$ cat src/rtl/i2s_tx_ctrl.sv
// I2S transmit controller: frame FIFO, BCLK/LRCLK divider and MSB-first serializer.
// A frame is popped once per LRCLK period, one BCLK after the left-slot boundary.
module i2s_tx_ctrl #(
  parameter int DEPTH    = 8,
  parameter int WIDTH    = 16,
  parameter int BCLK_DIV = 4
) (
  input  logic                     clk,
  input  logic                     rst,
  input  logic                     en,
  input  logic                     wr_valid,
  output logic                     wr_ready,
  input  logic [2*WIDTH-1:0]       wr_data,
  output logic [$clog2(DEPTH):0]   level,
  output logic                     irq_half,
  output logic                     underrun,
  output logic                     io_i2s_bclk,
  output logic                     io_i2s_lrclk,
  output logic                     io_i2s_data
);

  localparam int AW = $clog2(DEPTH);
  localparam int LW = AW + 1;
  localparam int FW = 2 * WIDTH;
  localparam int BW = $clog2(FW);
  localparam int DW = (BCLK_DIV > 1) ? $clog2(BCLK_DIV) : 1;

  typedef enum logic [1:0] {IDLE, RUN, DRAIN} state_t;

  state_t          state_q, state_d;
  logic [DW-1:0]   div_cnt_q, div_cnt_d;
  logic            bclk_q, bclk_d;
  logic [BW-1:0]   bit_cnt_q, bit_cnt_d;
  logic            lrclk_q, lrclk_d;
  logic [FW-1:0]   shreg_q, shreg_d;
  logic            underrun_q, underrun_d;
  logic [AW-1:0]   wr_ptr_q, wr_ptr_d;
  logic [AW-1:0]   rd_ptr_q, rd_ptr_d;
  logic [LW-1:0]   level_q, level_d;
  logic [FW-1:0]   mem_q [DEPTH];

  logic            tick;
  logic            fall;
  logic            load;
  logic            push;
  logic            pop;
  logic [BW-1:0]   bit_nxt;

  assign wr_ready     = (level_q != LW'(DEPTH));
  assign irq_half     = (level_q <= LW'(DEPTH / 2));
  assign level        = level_q;
  assign underrun     = underrun_q;
  assign io_i2s_bclk  = bclk_q;
  assign io_i2s_lrclk = lrclk_q;
  assign io_i2s_data  = shreg_q[FW-1];

  assign push    = wr_valid && wr_ready;
  assign tick    = (state_q != IDLE) && (div_cnt_q == DW'(BCLK_DIV - 1));
  assign fall    = tick && bclk_q;
  assign bit_nxt = (bit_cnt_q == BW'(FW - 1)) ? '0 : bit_cnt_q + BW'(1);
  // DRAIN only reloads when en comes back; bit_nxt is then 1 because DRAIN sits in slot 0
  assign load    = fall && (bit_nxt == BW'(1)) && ((state_q == RUN) || en);

  always_comb begin
    state_d    = state_q;
    div_cnt_d  = div_cnt_q;
    bclk_d     = bclk_q;
    bit_cnt_d  = bit_cnt_q;
    lrclk_d    = lrclk_q;
    shreg_d    = shreg_q;
    underrun_d = 1'b0;
    pop        = 1'b0;
    case (state_q)
      IDLE: begin
        div_cnt_d = '0;
        bclk_d    = 1'b0;
        bit_cnt_d = '0;
        lrclk_d   = 1'b0;
        shreg_d   = '0;
        if (en) state_d = RUN;
      end
      default: begin
        div_cnt_d = tick ? '0 : div_cnt_q + DW'(1);
        if (tick) bclk_d = ~bclk_q;
        if (fall) begin
          bit_cnt_d = bit_nxt;
          lrclk_d   = (bit_nxt >= BW'(WIDTH));
          if (load) begin
            pop        = (level_q != '0);
            underrun_d = (level_q == '0);
            shreg_d    = pop ? mem_q[rd_ptr_q] : '0;
          end else begin
            shreg_d = shreg_q << 1;
          end
          if ((state_q == RUN) && (bit_nxt == '0) && !en) state_d = DRAIN;
          if (state_q == DRAIN) begin
            if (en) begin
              state_d = RUN;
            end else begin
              state_d   = IDLE;
              div_cnt_d = '0;
              bclk_d    = 1'b0;
              bit_cnt_d = '0;
              lrclk_d   = 1'b0;
              shreg_d   = '0;
            end
          end
        end
      end
    endcase
  end

  always_comb begin
    level_d  = level_q + LW'(push) - LW'(pop);
    wr_ptr_d = push ? wr_ptr_q + AW'(1) : wr_ptr_q;
    rd_ptr_d = pop  ? rd_ptr_q + AW'(1) : rd_ptr_q;
  end

  always_ff @(posedge clk) begin
    if (rst) begin
      state_q    <= IDLE;
      div_cnt_q  <= '0;
      bclk_q     <= 1'b0;
      bit_cnt_q  <= '0;
      lrclk_q    <= 1'b0;
      shreg_q    <= '0;
      underrun_q <= 1'b0;
      wr_ptr_q   <= '0;
      rd_ptr_q   <= '0;
      level_q    <= '0;
    end else begin
      state_q    <= state_d;
      div_cnt_q  <= div_cnt_d;
      bclk_q     <= bclk_d;
      bit_cnt_q  <= bit_cnt_d;
      lrclk_q    <= lrclk_d;
      shreg_q    <= shreg_d;
      underrun_q <= underrun_d;
      wr_ptr_q   <= wr_ptr_d;
      rd_ptr_q   <= rd_ptr_d;
      level_q    <= level_d;
    end
  end

  // Storage is not reset; the pointers and level define which entries are valid.
  always_ff @(posedge clk) begin
    if (push && !rst) mem_q[wr_ptr_q] <= wr_data;
  end

endmodule

$ cat config.mk
export PLATFORM = sky130hd
export DESIGN_NAME = i2s_tx_ctrl
export DESIGN_NICKNAME = d
export VERILOG_FILES = /design/src/rtl/i2s_tx_ctrl.sv
export SDC_FILE = /design/constraint.sdc
export NUM_CORES = 1
export LEC_CHECK = 0
export CAP_MARGIN = 5
export CORE_MARGIN = 2
export CORE_UTILIZATION = 54
export DETAILED_ROUTE_END_ITERATION = 8
export PLACE_DENSITY = 0.75
export SLEW_MARGIN = 20
export SYNTH_ARGS = -nofsm -noshare
export SYNTH_HDL_FRONTEND = slang
export SYNTH_SLANG_ARGS = --single-unit
$ cat constraint.sdc
create_clock -name clk -period 3.7 [get_ports clk]
set_input_delay 0.74 -clock clk [delete_from_list [all_inputs] [get_ports clk]]
set_output_delay 0.74 -clock clk [all_outputs]
set_load 0.01 [all_outputs]
==> flow_summary.html <==
<table>
<tr><th>Metric</th><th>Value</th></tr>
<tr><th colspan="2">Global routing</th></tr>
<tr><td>Largest net degree at the start of global routing</td><td>36</td></tr>
<tr><td>Overflow left after global routing</td><td>0</td></tr>
<tr><td>Initial antenna violation count</td><td>0</td></tr>
<tr><td>First-pass GRT wire length</td><td>36,700 um</td></tr>
<tr><td>Overall global routing resource usage</td><td>20.1%</td></tr>
<tr><td>Number of global-route vias before repair</td><td>6,510</td></tr>
<tr><th colspan="2">Drt</th></tr>
<tr><td>Average wire per standard cell</td><td>22.6 um</td></tr>
<tr><td>Aggregate routed wire length</td><td>22,800 um</td></tr>
<tr><td>Residual DRC count</td><td>0</td></tr>
<tr><td>DRT antenna net count</td><td>0</td></tr>
<tr><td>Via count</td><td>6,105</td></tr>
<tr><td>Drt first-iter violations</td><td>363</td></tr>
<tr><td>Via-to-Cell Ratio</td><td>6.07</td></tr>
<tr><td>First-pass detailed-route iteration total</td><td>5</td></tr>
<tr><th colspan="2">Worst setup path</th></tr>
<tr><td>Critical Path Slowest Stage Cell</td><td>dfxtp_1</td></tr>
<tr><td>Slack of the worst reg-to-reg path</td><td>0.57 ns</td></tr>
<tr><td>Nature of the critical path startpoint</td><td>flop</td></tr>
<tr><td>Family with the most delay on the worst path</td><td>adder cells</td></tr>
<tr><td>Start-to-end type of the worst setup path</td><td>flop to flop</td></tr>
<tr><td>Slowest stage delay, CP</td><td>0.48 ns</td></tr>
<tr><td>Number of cells on the worst reg-to-reg path</td><td>13</td></tr>
<tr><td>Endpoint of the most critical register-to-register path</td><td>level[2]</td></tr>
<tr><td>Cell depth of the worst setup path</td><td>13</td></tr>
<tr><td>Setup crit end kind</td><td>flop</td></tr>
<tr><td>Critical R2R Launch</td><td>state_q[0]</td></tr>
<tr><td>Crit-path cells</td><td>nor2_1 &gt; nor2b_1 &gt; ha_1 &gt; nand2_1 &gt; a211oi_4 &gt; nor4bb_1 &gt; buf_4 &gt; xnor2_1 &gt; ha_1 &gt; inv_1 &gt; fa_1 &gt; xor2_1 &gt; nor2_1</td></tr>
<tr><td>Critical Path Fanout Max</td><td>9</td></tr>
<tr><td>Number of buffers and inverters on the critical path</td><td>2</td></tr>
<tr><td>Data arrival time of the critical path</td><td>3.56 ns</td></tr>
<tr><td>Worst endpoint required time</td><td>4.13 ns</td></tr>
<tr><th colspan="2">Clocking</th></tr>
<tr><td>Clock root buffer master</td><td>clkbuf_16</td></tr>
<tr><td>Total CTS buffers</td><td>31</td></tr>
<tr><td>Clock H-tree levels</td><td>1</td></tr>
<tr><td>Clk sink count</td><td>313</td></tr>
<tr><td>Resized Gates After CTS</td><td>0</td></tr>
<tr><td>Clock slew seen by the registers of the worst setup and hold paths</td><td>0.06 ns</td></tr>
<tr><td>Hold-fix buffers at CTS</td><td>0</td></tr>
<tr><td>Worst-Skew Late Latency</td><td>0.55 ns</td></tr>
<tr><td>Largest buffer count on any clock path</td><td>3</td></tr>
<tr><td>Post-CTS Setup Inserts</td><td>0</td></tr>
<tr><td>Clock tree from TritonCTS</td><td>done</td></tr>
<tr><th colspan="2">Yosys</th></tr>
<tr><td>Post-Syn Nets</td><td>692</td></tr>
<tr><td>Number of unique standard cell types used by synthesis</td><td>45</td></tr>
<tr><td>Share of the synthesized area in the top cell type</td><td>63.2%</td></tr>
<tr><td>Top cell type by total area after synthesis</td><td>edfxtp_1</td></tr>
<tr><td>FFs w/ async S/R, synth</td><td>0%</td></tr>
<tr><td>Main flop type after synthesis</td><td>edfxtp_1</td></tr>
<tr><td>Mean post-synth cell area</td><td>19.0 um2</td></tr>
<tr><td>Cell area after synthesis</td><td>12,200 um2</td></tr>
<tr><td>Fraction of the yosys area taken by sequential cells</td><td>72.5%</td></tr>
<tr><td>EDFF count, synth</td><td>256</td></tr>
<tr><td>Synth Register Bits</td><td>313</td></tr>
<tr><td>Main area contributors after synthesis</td><td>edfxtp_1, mux4_2, dfxtp_1, mux2i_1, a221o_1</td></tr>
<tr><td>Synth Instances</td><td>641</td></tr>
<tr><td>Number of warnings reported in the yosys synthesis log</td><td>0</td></tr>
<tr><th colspan="2">Placed design</th></tr>
<tr><td>Placed cell area</td><td>13,000 um2</td></tr>
<tr><td>Number of port buffers</td><td>45</td></tr>
<tr><td>Routability congestion estimate from global placement</td><td>0.790</td></tr>
<tr><td>Final HPWL DP</td><td>12,700 um</td></tr>
<tr><th colspan="2">STA</th></tr>
<tr><td>Final setup skew</td><td>0.0147 ns</td></tr>
<tr><td>Slew Viols, Final</td><td>0</td></tr>
<tr><td>Total Neg Setup Slack</td><td>0 ns</td></tr>
<tr><td>Setup repair after global routing missed its margin</td><td>false</td></tr>
<tr><td>Minimum period implied by the final worst setup slack</td><td>3.13 ns</td></tr>
<tr><td>Share of the clock period used by the worst path</td><td>84.5%</td></tr>
<tr><td>Tightest slew margin relative to the limit</td><td>51.2%</td></tr>
<tr><td>Measured slew at the worst slew-check pin</td><td>0.732 ns</td></tr>
<tr><td>Final setup viols</td><td>0</td></tr>
<tr><td>Hold Violations, Final</td><td>0</td></tr>
<tr><td>Maximum frequency from static timing analysis</td><td>320 MHz</td></tr>
<tr><th colspan="2">Layout</th></tr>
<tr><td>Share of final-layout standard cells stronger than drive strength 1</td><td>21.8%</td></tr>
<tr><td>Net count of the finished layout</td><td>753</td></tr>
<tr><td>Most common cell after layout, fill and taps aside</td><td>edfxtp_1</td></tr>
<tr><td>Post-route design area</td><td>14,200 um2</td></tr>
<tr><td>Number of fill cells in the layout</td><td>1,441</td></tr>
<tr><td>Area grow syn2layout</td><td>16.6%</td></tr>
<tr><td>Diodes inserted</td><td>0</td></tr>
<tr><td>Most frequent cells in the layout</td><td>edfxtp_1, mux4_2, dfxtp_1</td></tr>
<tr><th colspan="2">Floorplan</th></tr>
<tr><td>Number of rows in the core area</td><td>54</td></tr>
<tr><td>Die width</td><td>154 um</td></tr>
<tr><td>Initial cell density of the core</td><td>55.4%</td></tr>
<tr><td># IOs</td><td>46</td></tr>
<tr><td>Die height</td><td>154 um</td></tr>
<tr><td>Area of the placeable core</td><td>22,000 um2</td></tr>
<tr><td>Area of the die</td><td>23,800 um2</td></tr>
<tr><th colspan="2">Hold path</th></tr>
<tr><td>Worst Hold Path EP</td><td>div_cnt_q[0]</td></tr>
<tr><td>Critical hold path startpoint</td><td>div_cnt_q[0]</td></tr>
<tr><td>Number of cells traversed by the worst hold path</td><td>1</td></tr>
<tr><td>Hold Path Class</td><td>flop to flop</td></tr>
<tr><th colspan="2">Run</th></tr>
<tr><td>Max_cap viols</td><td>0</td></tr>
<tr><th colspan="2">Power</th></tr>
<tr><td>Power, Total</td><td>0.00777 W</td></tr>
<tr><td>VDD IR-drop max</td><td>0.455 mV</td></tr>
<tr><td>Cell area power density</td><td>547 nW/um2</td></tr>
<tr><td>Leakage dissipation</td><td>4.48 nW</td></tr>
<tr><th colspan="2">Outcome</th></tr>
<tr><td>Status</td><td>finished, final reports clean</td></tr>
</table>
[power breakdown]
| group | internal (W) | total [W] | switching [W] |
|---|---|---|---|
| logic | 0.000191 | 0.000417 | 0.000226 |
| clock network | 0.00213 | 0.00340 | 0.00127 |
| registers | 0.00391 | 0.00395 | 0.0000424 |
| total | 0.00623 | 0.00777 | 0.00154 |
[per-stage QoR]
step                      util, %  std cells  hold WS [ns]  setup WS [ns]
after floorplan                 -        641         0.413          0.452
after global placement       59.4        949         0.425          0.540
after detailed placement     59.4        949         0.451          0.438
after CTS                    64.6       1006         0.460          0.558
after global routing         64.6       1006         0.488          0.230
final                        64.6       1006         0.454          0.573
[logic make-up (layout without fill, tap and decap cells)]
kind of cell | Yosys count | in the layout | synth area share [%]
multiplexers | 101 | 101 | 14.9
adder cells (fa/ha/maj) | 15 | 15 | 1.60
AND/OR/NAND/NOR | 102 | 102 | 4.15
XOR/XNOR | 5 | 5 | 0.360
buffers and inverters | 45 | 130 | 2.12
flip-flops | 313 | 313 | 72.5
AO/OA/AOI/OAI | 60 | 60 | 4.30
[layout make-up]
type / instances / area, um2 / share of cell area, %
clock buffers: 46 / 991 / 6.98
clock inverters: 11 / 164 / 1.15
inverters: 9 / 33.8 / 0.238
multi-input cells: 283 / 3150 / 22.2
flip-flops and latches: 313 / 8830 / 62.2
well taps: 280 / 350 / 2.47
repair buffers: 64 / 668 / 4.71
[synthesized netlist by cell type, drive strengths merged, types with 9 or more instances]
cell type and count:
edfxtp 256, mux4 64, dfxtp 57, nor3 36, mux2i 34, a221o 31
buf 28, nor2 23, nand2 18, ha 14, a21oi 12, inv 9
[state kept, by name, indices dropped and copies added, names as in the netlist, named ones only]
signal / cells
level: 4
mem_q: 256
state_q: 2
underrun: 1
io_i2s_lrclk: 1
shreg_q: 32
wr_ptr_q: 3
io_i2s_bclk: 1
rd_ptr_q: 3
bit_cnt_q: 5
div_cnt_q: 2
[metal layers]
metal | GRT usage, % | share of wire (%) | vias up
li1 | - | - | 2734
met1 | 26.4 | 39 | 3127
met2 | 35.8 | 52 | 204
met3 | 2.59 | 7.0 | 40
met4 | 5.16 | 1.9 | 0
met5 | 0 | 0 | -
[worst max-delay path by stage]
stage	slack [ns]	end	startpoint
floorplan	0.45	mem_q[4][0]	level[2]
global placement	0.54	level[2]	en
detailed placement	0.44	level[2]	en
CTS	0.56	level[2]	state_q[0]
global route	0.23	level[2]	state_q[0]
finish	0.57	level[2]	state_q[0]
Power figures use the tool's default switching activity.
